### src/rtl/battle_turn_controller.sv
`default_nettype none
// ============================================================================
// Module   : battle_turn_controller
// Brief    : Debounces the score key, validates each shot, strobes the shot
//            checker once per accepted press and latches results, bomb, hit
//            and shot counters. Optional macro SHOT_LIMIT_EN adds a shot cap.
// Revision : 1.0 - initial release
// ============================================================================
module battle_turn_controller #(
  parameter int DEBOUNCE_CYCLES = 500000,
  parameter int BIG_BOMBS       = 2,
  parameter int SHIP_CELLS      = 19,
  parameter int MAX_SHOTS       = 40
) (
  input  logic       clock,
  input  logic       reset,
  input  logic       score_key_n,
  input  logic [3:0] x,
  input  logic [3:0] y,
  input  logic       big_req,
  input  logic       chk_hit,
  input  logic       chk_near_miss,
  input  logic       chk_miss,
  input  logic [4:0] chk_biggest,
  input  logic [3:0] chk_num_hit,
  output logic       score_this,
  output logic [3:0] shot_x,
  output logic [3:0] shot_y,
  output logic       shot_big,
  output logic       something_wrong,
  output logic       hit,
  output logic       near_miss,
  output logic       miss,
  output logic [4:0] biggest_ship,
  output logic [3:0] num_hit,
  output logic [1:0] big_left,
  output logic [4:0] total_hits,
  output logic [6:0] shots_taken,
  output logic       game_over
);

  localparam int              CNT_W       = (DEBOUNCE_CYCLES > 1) ? $clog2(DEBOUNCE_CYCLES) : 1;
  localparam logic [CNT_W-1:0] DB_LAST     = CNT_W'(DEBOUNCE_CYCLES - 1);
  localparam logic [1:0]      BIG_INIT    = 2'(BIG_BOMBS);
  localparam logic [4:0]      SHIP_TARGET = 5'(SHIP_CELLS);
  localparam logic [6:0]      SHOT_CAP    = 7'(MAX_SHOTS);

`ifdef SHOT_LIMIT_EN
  localparam bit SHOT_LIMIT_ON = 1'b1;
`else
  localparam bit SHOT_LIMIT_ON = 1'b0;
`endif

  typedef enum logic [2:0] {
    ST_IDLE  = 3'd0,
    ST_CHECK = 3'd1,
    ST_SCORE = 3'd2,
    ST_HOLD  = 3'd3,
    ST_OVER  = 3'd4
  } state_t;

  logic             sync1_q, sync1_d;
  logic             sync2_q, sync2_d;
  logic             db_level_q, db_level_d;
  logic [CNT_W-1:0] db_cnt_q, db_cnt_d;
  logic             press_q, press_d;
  state_t           state_q, state_d;
  logic             score_this_q, score_this_d;
  logic [3:0]       shot_x_q, shot_x_d;
  logic [3:0]       shot_y_q, shot_y_d;
  logic             shot_big_q, shot_big_d;
  logic             something_wrong_q, something_wrong_d;
  logic             hit_q, hit_d;
  logic             near_miss_q, near_miss_d;
  logic             miss_q, miss_d;
  logic [4:0]       biggest_q, biggest_d;
  logic [3:0]       num_hit_q, num_hit_d;
  logic [1:0]       big_left_q, big_left_d;
  logic [4:0]       total_hits_q, total_hits_d;
  logic [6:0]       shots_taken_q, shots_taken_d;
  logic             game_over_q, game_over_d;

  logic       coord_ok;
  logic       bomb_ok;
  logic [5:0] hits_sum;
  logic       end_by_hits;
  logic       end_by_shots;

  always_comb begin
    coord_ok     = (shot_x_q >= 4'd1) && (shot_x_q <= 4'd10) &&
                   (shot_y_q >= 4'd1) && (shot_y_q <= 4'd10);
    bomb_ok      = !(shot_big_q && (big_left_q == 2'd0));
    hits_sum     = {1'b0, total_hits_q} + {2'b00, chk_num_hit};
    end_by_hits  = (total_hits_q >= SHIP_TARGET);
    end_by_shots = SHOT_LIMIT_ON && (shots_taken_q == SHOT_CAP);
  end

  // Key chain: synchronizer, then a counter that only advances while the
  // synchronized key disagrees with the accepted level.
  always_comb begin
    sync1_d    = score_key_n;
    sync2_d    = sync1_q;
    db_level_d = db_level_q;
    db_cnt_d   = db_cnt_q;
    press_d    = 1'b0;
    if (sync2_q == db_level_q) begin
      db_cnt_d = '0;
    end else if (db_cnt_q == DB_LAST) begin
      db_level_d = sync2_q;
      db_cnt_d   = '0;
      press_d    = ~sync2_q;
    end else begin
      db_cnt_d = db_cnt_q + 1'b1;
    end
  end

  always_comb begin
    state_d           = state_q;
    score_this_d      = 1'b0;
    shot_x_d          = shot_x_q;
    shot_y_d          = shot_y_q;
    shot_big_d        = shot_big_q;
    something_wrong_d = something_wrong_q;
    hit_d             = hit_q;
    near_miss_d       = near_miss_q;
    miss_d            = miss_q;
    biggest_d         = biggest_q;
    num_hit_d         = num_hit_q;
    big_left_d        = big_left_q;
    total_hits_d      = total_hits_q;
    shots_taken_d     = shots_taken_q;
    game_over_d       = game_over_q;

    case (state_q)
      ST_IDLE: begin
        if (press_q) begin
          shot_x_d   = x;
          shot_y_d   = y;
          shot_big_d = big_req;
          state_d    = ST_CHECK;
        end
      end
      ST_CHECK: begin
        if (coord_ok && bomb_ok) begin
          something_wrong_d = 1'b0;
          score_this_d      = 1'b1;
          state_d           = ST_SCORE;
        end else begin
          something_wrong_d = 1'b1;
          state_d           = ST_HOLD;
        end
      end
      ST_SCORE: begin
        hit_d         = chk_hit;
        near_miss_d   = chk_near_miss;
        miss_d        = chk_miss;
        biggest_d     = chk_biggest;
        num_hit_d     = chk_num_hit;
        total_hits_d  = hits_sum[5] ? 5'd31 : hits_sum[4:0];
        shots_taken_d = (shots_taken_q == 7'd127) ? shots_taken_q : shots_taken_q + 7'd1;
        if (shot_big_q) begin
          big_left_d = big_left_q - 2'd1;
        end
        state_d = ST_HOLD;
      end
      ST_HOLD: begin
        // A held key must be released before the next shot can be armed.
        if (db_level_q) begin
          if (end_by_hits || end_by_shots) begin
            game_over_d = 1'b1;
            state_d     = ST_OVER;
          end else begin
            state_d = ST_IDLE;
          end
        end
      end
      ST_OVER: begin
        state_d = ST_OVER;
      end
      default: begin
        state_d = ST_IDLE;
      end
    endcase
  end

  always_ff @(posedge clock) begin
    if (reset) begin
      sync1_q           <= 1'b1;
      sync2_q           <= 1'b1;
      db_level_q        <= 1'b1;
      db_cnt_q          <= '0;
      press_q           <= 1'b0;
      state_q           <= ST_IDLE;
      score_this_q      <= 1'b0;
      shot_x_q          <= 4'd0;
      shot_y_q          <= 4'd0;
      shot_big_q        <= 1'b0;
      something_wrong_q <= 1'b0;
      hit_q             <= 1'b0;
      near_miss_q       <= 1'b0;
      miss_q            <= 1'b0;
      biggest_q         <= 5'd0;
      num_hit_q         <= 4'd0;
      big_left_q        <= BIG_INIT;
      total_hits_q      <= 5'd0;
      shots_taken_q     <= 7'd0;
      game_over_q       <= 1'b0;
    end else begin
      sync1_q           <= sync1_d;
      sync2_q           <= sync2_d;
      db_level_q        <= db_level_d;
      db_cnt_q          <= db_cnt_d;
      press_q           <= press_d;
      state_q           <= state_d;
      score_this_q      <= score_this_d;
      shot_x_q          <= shot_x_d;
      shot_y_q          <= shot_y_d;
      shot_big_q        <= shot_big_d;
      something_wrong_q <= something_wrong_d;
      hit_q             <= hit_d;
      near_miss_q       <= near_miss_d;
      miss_q            <= miss_d;
      biggest_q         <= biggest_d;
      num_hit_q         <= num_hit_d;
      big_left_q        <= big_left_d;
      total_hits_q      <= total_hits_d;
      shots_taken_q     <= shots_taken_d;
      game_over_q       <= game_over_d;
    end
  end

  assign score_this      = score_this_q;
  assign shot_x          = shot_x_q;
  assign shot_y          = shot_y_q;
  assign shot_big        = shot_big_q;
  assign something_wrong = something_wrong_q;
  assign hit             = hit_q;
  assign near_miss       = near_miss_q;
  assign miss            = miss_q;
  assign biggest_ship    = biggest_q;
  assign num_hit         = num_hit_q;
  assign big_left        = big_left_q;
  assign total_hits      = total_hits_q;
  assign shots_taken     = shots_taken_q;
  assign game_over       = game_over_q;

endmodule
`default_nettype wire

### config.mk
export PLATFORM = sky130hd
export DESIGN_NAME = battle_turn_controller
export DESIGN_NICKNAME = d
export VERILOG_FILES = /design/src/rtl/battle_turn_controller.sv
export SDC_FILE = /design/constraint.sdc
export NUM_CORES = 1
export LEC_CHECK = 0
export BUFFER_PORTS_ARGS = -buffer_cell sky130_fd_sc_hd__buf_4
export CAP_MARGIN = 20
export CORE_MARGIN = 2
export CORE_UTILIZATION = 54
export CTS_CLUSTER_SIZE = 25
export DETAILED_ROUTE_END_ITERATION = 16
export GPL_ROUTABILITY_DRIVEN = 0
export PLACE_DENSITY = 0.8
export SETUP_SLACK_MARGIN = 0.1
export SYNTH_ARGS = -nofsm -noshare
export SYNTH_HDL_FRONTEND = slang
export SYNTH_SLANG_ARGS = --single-unit
### constraint.sdc
create_clock -name clock -period 2 [get_ports clock]
set_input_delay 0.1 -clock clock [delete_from_list [all_inputs] [get_ports clock]]
set_output_delay 0.1 -clock clock [all_outputs]
set_load 0.005 [all_outputs]
# Word-level counts from Yosys, hierarchy flattened
# Cells that the tools add are included.
# op_classes
add_sub_neg	4
n_lt_le_gt_ge	5
n_eq_ne	9
muxes	8
bitwise	5
reduce_logical	17
# op_table
cell	n
19-bit by 1-bit adder with 19-bit output, second input constant	1
19-bit == test, second input constant	1
3-bit case mux with 5 select lines	1
2-bit AND reduction	5
3-bit 2-to-1 mux	3
4-bit by 1-bit greater-or-equal comparator with 1-bit output, second input constant	2
4-bit <= comparator, second input constant	2
7-bit by 1-bit adder with 7-bit output, second input constant	1
7-bit == test, second input constant	1
5-bit by 4-bit adder with 6-bit output	1
3-bit by 2-bit == test with 1-bit output, second input constant	2
3-bit OR reduction	2
5-bit greater-or-equal comparator, second input constant	1
1-bit logical AND	5
5-bit 2-to-1 mux	1
1-bit inverter	5
2-bit inequality test, second input constant	2
3-bit by 1-bit == test with 1-bit output, second input constant	1
3-bit == test, second input constant	1
3-bit zero test	1
1-bit 2-to-1 mux	3
3-bit AND reduction	1
2-bit zero test	1
2-bit OR reduction	1
3 further kinds	3
# word_totals
register_bits	64
inputBits	24
out_inout_bits	38
word_cells	68

# Depth between registers and ports, before layout
# depth
depth_word	7
mapped_depth	7
ltp_nobuf	7

# Worst setup path after synthesis
# OpenSTA, ideal clock, no wires.
# synth_timing
path_type	reg-to-reg
start	register db_cnt_q[0]
end	register db_cnt_q[18]
setup_ps	70
t_arrival_ps	1537
required_time_ps	1930
setup_slack_ps	393
path_stages_with_launch	7
path_buffers	1
synth_period_minus_slack_ps	1607
cell_sequence	dfxtp_1 ha_1 and4_1 clkbuf_1 nand2_1 or3_1 a21oi_1
# synth_via
elab_chain_cells	2
word_cells_on_any_way	3
classes_between	1 x add/sub; 1 x eq/ne; 1 x reduce/logical
# synth_rtl
item	line_no	rtl
from (decl)	65	logic [CNT_W-1:0] db_cnt_q, db_cnt_d;
from (signal assigned)	212	db_cnt_q <= db_cnt_d;
parallel branches: the longest is 2 deep, another holds 19-bit by 1-bit adder with 19-bit output	--	
# Several ways; the timed one is not identified.
# A chain may end at the register's enable or synchronous reset.

# Worst setup path after layout
# layout_timing
start	register total_hits_q[2] (netlist: total_hits[2])
end	register total_hits_q[1] (netlist: total_hits[1])
# layout_via
elab_chain_cells	2
# layout_rtl
item	line_no	rtl
from (decl)	79	logic [4:0] total_hits_q, total_hits_d;
from (signal assigned)	226	total_hits_q <= total_hits_d;
5-bit by 4-bit adder with 6-bit output	93	hits_sum = {1'b0, total_hits_q} + {2'b00, chk_num_hit};
5-bit 2-to-1 mux	159	total_hits_d = hits_sum[5] ? 5'd31 : hits_sum[4:0];
# No other way between the ends.

==> metrics.md <==
| Metric | Value |
|---|---|
| CP Data Arrival Time | `1.93 ns` |
| Area grow syn2layout | `30.4%` |
| CP Launch Type | `flip-flop` |
| Cell variety after synth | `48` |
| First-pass GRT wire length | `11400 um` |
| Fin crit share | `0.873` |
| Routed WL | `6640 um` |
| Via/cell ratio | `5.36` |
| Initial antenna violation count | `0` |
| ANT cells | `0` |
| Insertion delay to the later sink of the worst-skew pair | `0.33 ns` |
| Die area | `0.00581 sq mm` |
| Fin. Hold Viols | `0` |
| FF+latch count, synth | `64` |
| Clock Tree Buf Depth | `2` |
| Grt ovf | `0` |
| Root buf cell | `clkbuf_8` |
| CTS buffer count | `9` |
| DP Wirelength | `4510 um` |
| Post-Syn Nets | `363` |
| Sequential share of the synthesized area | `0.455` |
| Ports | `62` |
| Required @ worst endpoint | `2.19 ns` |
| Max VDD drop | `0.677 mV` |
| Nets | `436` |
| PwrDens | `712 mW/mm^2` |
| Final worst slack | `0.254 ns` |
| Antenna-violating nets left | `0` |
| FMAX | `573 MHz` |
| Outcome | `finished, final reports clean` |
| Initial Util | `0.555` |
| DR vias | `2569` |
| Worst slack at placement | `0.306 ns` |
| Primary FF master, synth | `dfxtp_1` |
| DR pass1 iterations | `4` |
| Critical Path Fanout Max | `4` |
| Hold/Removal Path Class | `primary input to flip-flop` |
| Reg clk slew, reported paths | `0.07 ns` |
| # setup viols final | `0` |
| Asr flop ratio synth | `0` |
| Post-CTS setup buffer count | `0` |
| Worst rel slew slack | `0.700` |
| Final routed DRC violation total | `0` |
| Largest net degree at the start of global routing | `47` |
| Vias in the first global route | `2510` |
| Avg Synthesized Cell Area | `8.51 sq um` |
| Static leakage | `1.44 nW` |
| RSZ-0062 raised after global routing | `no` |
| Routed wire length per instance | `13.9 um` |
| Core ar. | `0.00507 sq mm` |
| Setup_tns | `0 ns` |
| CTS tree | `built` |
| Post-synth EDFFs | `0` |
| DRT iter0 DRCs | `159` |
| GRT Resource Usage Total | `0.244` |
| Vert. Die Dim | `76.2 um` |
| Slew Limit Fails | `0` |
| Ratio of cells with drive above 1 in the final layout | `0.220` |
| Mapped Cells | `331` |
| Final Skew | `0.00874 ns` |
| R2r setup slk | `0.25 ns` |
| Maxcap violations | `0` |
| PortBufs | `61` |
| Syn. warnings | `0` |
| Measured slew at the worst slew-check pin | `0.449 ns` |
| Netlist Area Pre-Place | `0.00282 sq mm` |
| Die width | `76.2 um` |
| Tmin final | `1.75 ns` |
| Crit path kind | `flip-flop to flip-flop` |
| # rows | `26` |
| H-tree depth | `3` |
| Clk sinks | `64` |
| Worst Setup End Kind | `flip-flop` |
Yosys cell counts (2+ instances only):
library cell / count / share of area
inv_1: 12 / 0.016
nand4_1: 11 / 0.024
or4_1: 3 / 0.0080
nor2b_1: 3 / 0.0067
mux2i_1: 2 / 0.0071
o21ai_0: 8 / 0.014
o31ai_1: 2 / 0.0053
o21a_1: 2 / 0.0053
nand3_1: 7 / 0.012
xor2_1: 15 / 0.047
a2111oi_0: 2 / 0.0062
a211oi_1: 2 / 0.0053
clkbuf_1: 10 / 0.013
ha_1: 7 / 0.031
xnor2_1: 5 / 0.016
nor4b_1: 2 / 0.0062
and4_1: 3 / 0.0093
dfxtp_1: 64 / 0.45
buf_2: 4 / 0.0071
and3_1: 6 / 0.013
or2_2: 2 / 0.0044
a21oi_1: 32 / 0.057
nand2b_1: 2 / 0.0044
nand2_1: 56 / 0.075
or3_1: 4 / 0.0089
and2_1: 2 / 0.0044
nor4_1: 5 / 0.011
nor3_1: 3 / 0.0053
nor2_1: 36 / 0.048
final cells by class:
cell class,count,area [sq um]
multi-input cells,241,1430
fillers,401,1400
flip-flops and latches,64,1280
repair buffers,76,596
clock buffers,11,151
well taps,70,87.6
clock inverters,5,78.8
inverters,12,45.0
what timing repair did:
action / CTS / global route
gates resized for setup: 0 / 1
endpoints found under the hold margin: 10 / 0
hold buffers: 10 / 0
setup endpoints to repair: 0 / 3
kinds of logic (layout without fill, tap and decap cells):
group                      count (synthesis)  after routing  share of synthesized area
and+or+nand+nor                          151            151                      0.270
DFF                                       64             64                      0.455
AOI/OAI and AO/OA                         60             60                      0.131
buffers and inverters                     26            104                     0.0364
xor gates and xnor gates                  20             20                     0.0622
adders and majority gates                  8              8                     0.0382
muxes                                      2              2                    0.00711
placed cells by master, fill, tap and decap left out, drive strengths merged, types with 3 or more instances in the layout:
cell type / synthesis / final
nand4: 12 / 12
nand3: 7 / 7
nor4b: 3 / 3
nor4: 5 / 5
nor2: 36 / 36
dfxtp: 64 / 64
nor3: 3 / 3
a21oi: 32 / 32
ha: 7 / 7
inv: 12 / 12
and4: 3 / 3
dlygate4sd3: 0 / 10
clkinv: 0 / 3
xnor2: 5 / 5
nand2: 56 / 56
nor2b: 3 / 3
and3: 6 / 6
o21ai: 9 / 9
or4: 3 / 3
buf: 4 / 66
xor2: 15 / 15
clkbuf: 10 / 11
or3: 4 / 4
report_power, final:
group	switching, W	leakage, nW	total, W	internal (W)
clock network	0.000482	0.119	0.00125	0.000767
logic	0.0000376	0.806	0.0000882	0.0000507
registers	0.00000168	0.516	0.00128	0.00128
stage by stage:
step	total power, W	utilization	instance area, sq um	cells	hold slack, ns
after global routing	0.00272	0.724	3670	479	0.00860
after floorplan	0.00133	-	2820	331	0.204
after detailed placement	0.00138	0.659	3340	453	0.290
after CTS	0.00264	0.724	3670	479	0.00159
final	0.00262	0.724	3670	479	0.0154
after global placement	0.00138	0.659	3340	453	0.288
routing by layer:
metal | vias up | share of wire | global-route usage
li1 | 1302 | - | -
met1 | 1169 | 0.45 | 0.320
met2 | 88 | 0.47 | 0.373
met3 | 10 | 0.066 | 0.0687
met4 | 0 | 0.015 | 0.116
met5 | - | 0 | 0
final timing paths:
kind,from,end,depth (start not counted)
worst min register to register,sync1_q$_SDFF_PP1_,sync2_q$_SDFF_PP1_,1
worst min-delay path,x[0],shot_x[0]$_SDFFE_PP0P_,3
worst max register to register,total_hits[2]$_SDFFE_PP0P_,total_hits[1]$_SDFFE_PP0P_,5
worst max-delay path,total_hits[2]$_SDFFE_PP0P_,total_hits[1]$_SDFFE_PP0P_,5
registers in the layout, summed over array words and instances, names as in the netlist, 2 cells and up:
register and count:
db_cnt_q 19, biggest_ship 5, big_left 2, total_hits 5, shot_y 4, state_q 3, shot_x 4, shots_taken 7
num_hit 4
critical path: stages, from the launching register on:
cell      delay (ns)
dfxtp_1         0.34
ha_1            0.33
a21oi_1         0.33
a21oi_1         0.18
o31ai_1         0.28
a221oi_1        0.13
(Power assumes the default switching activity.)
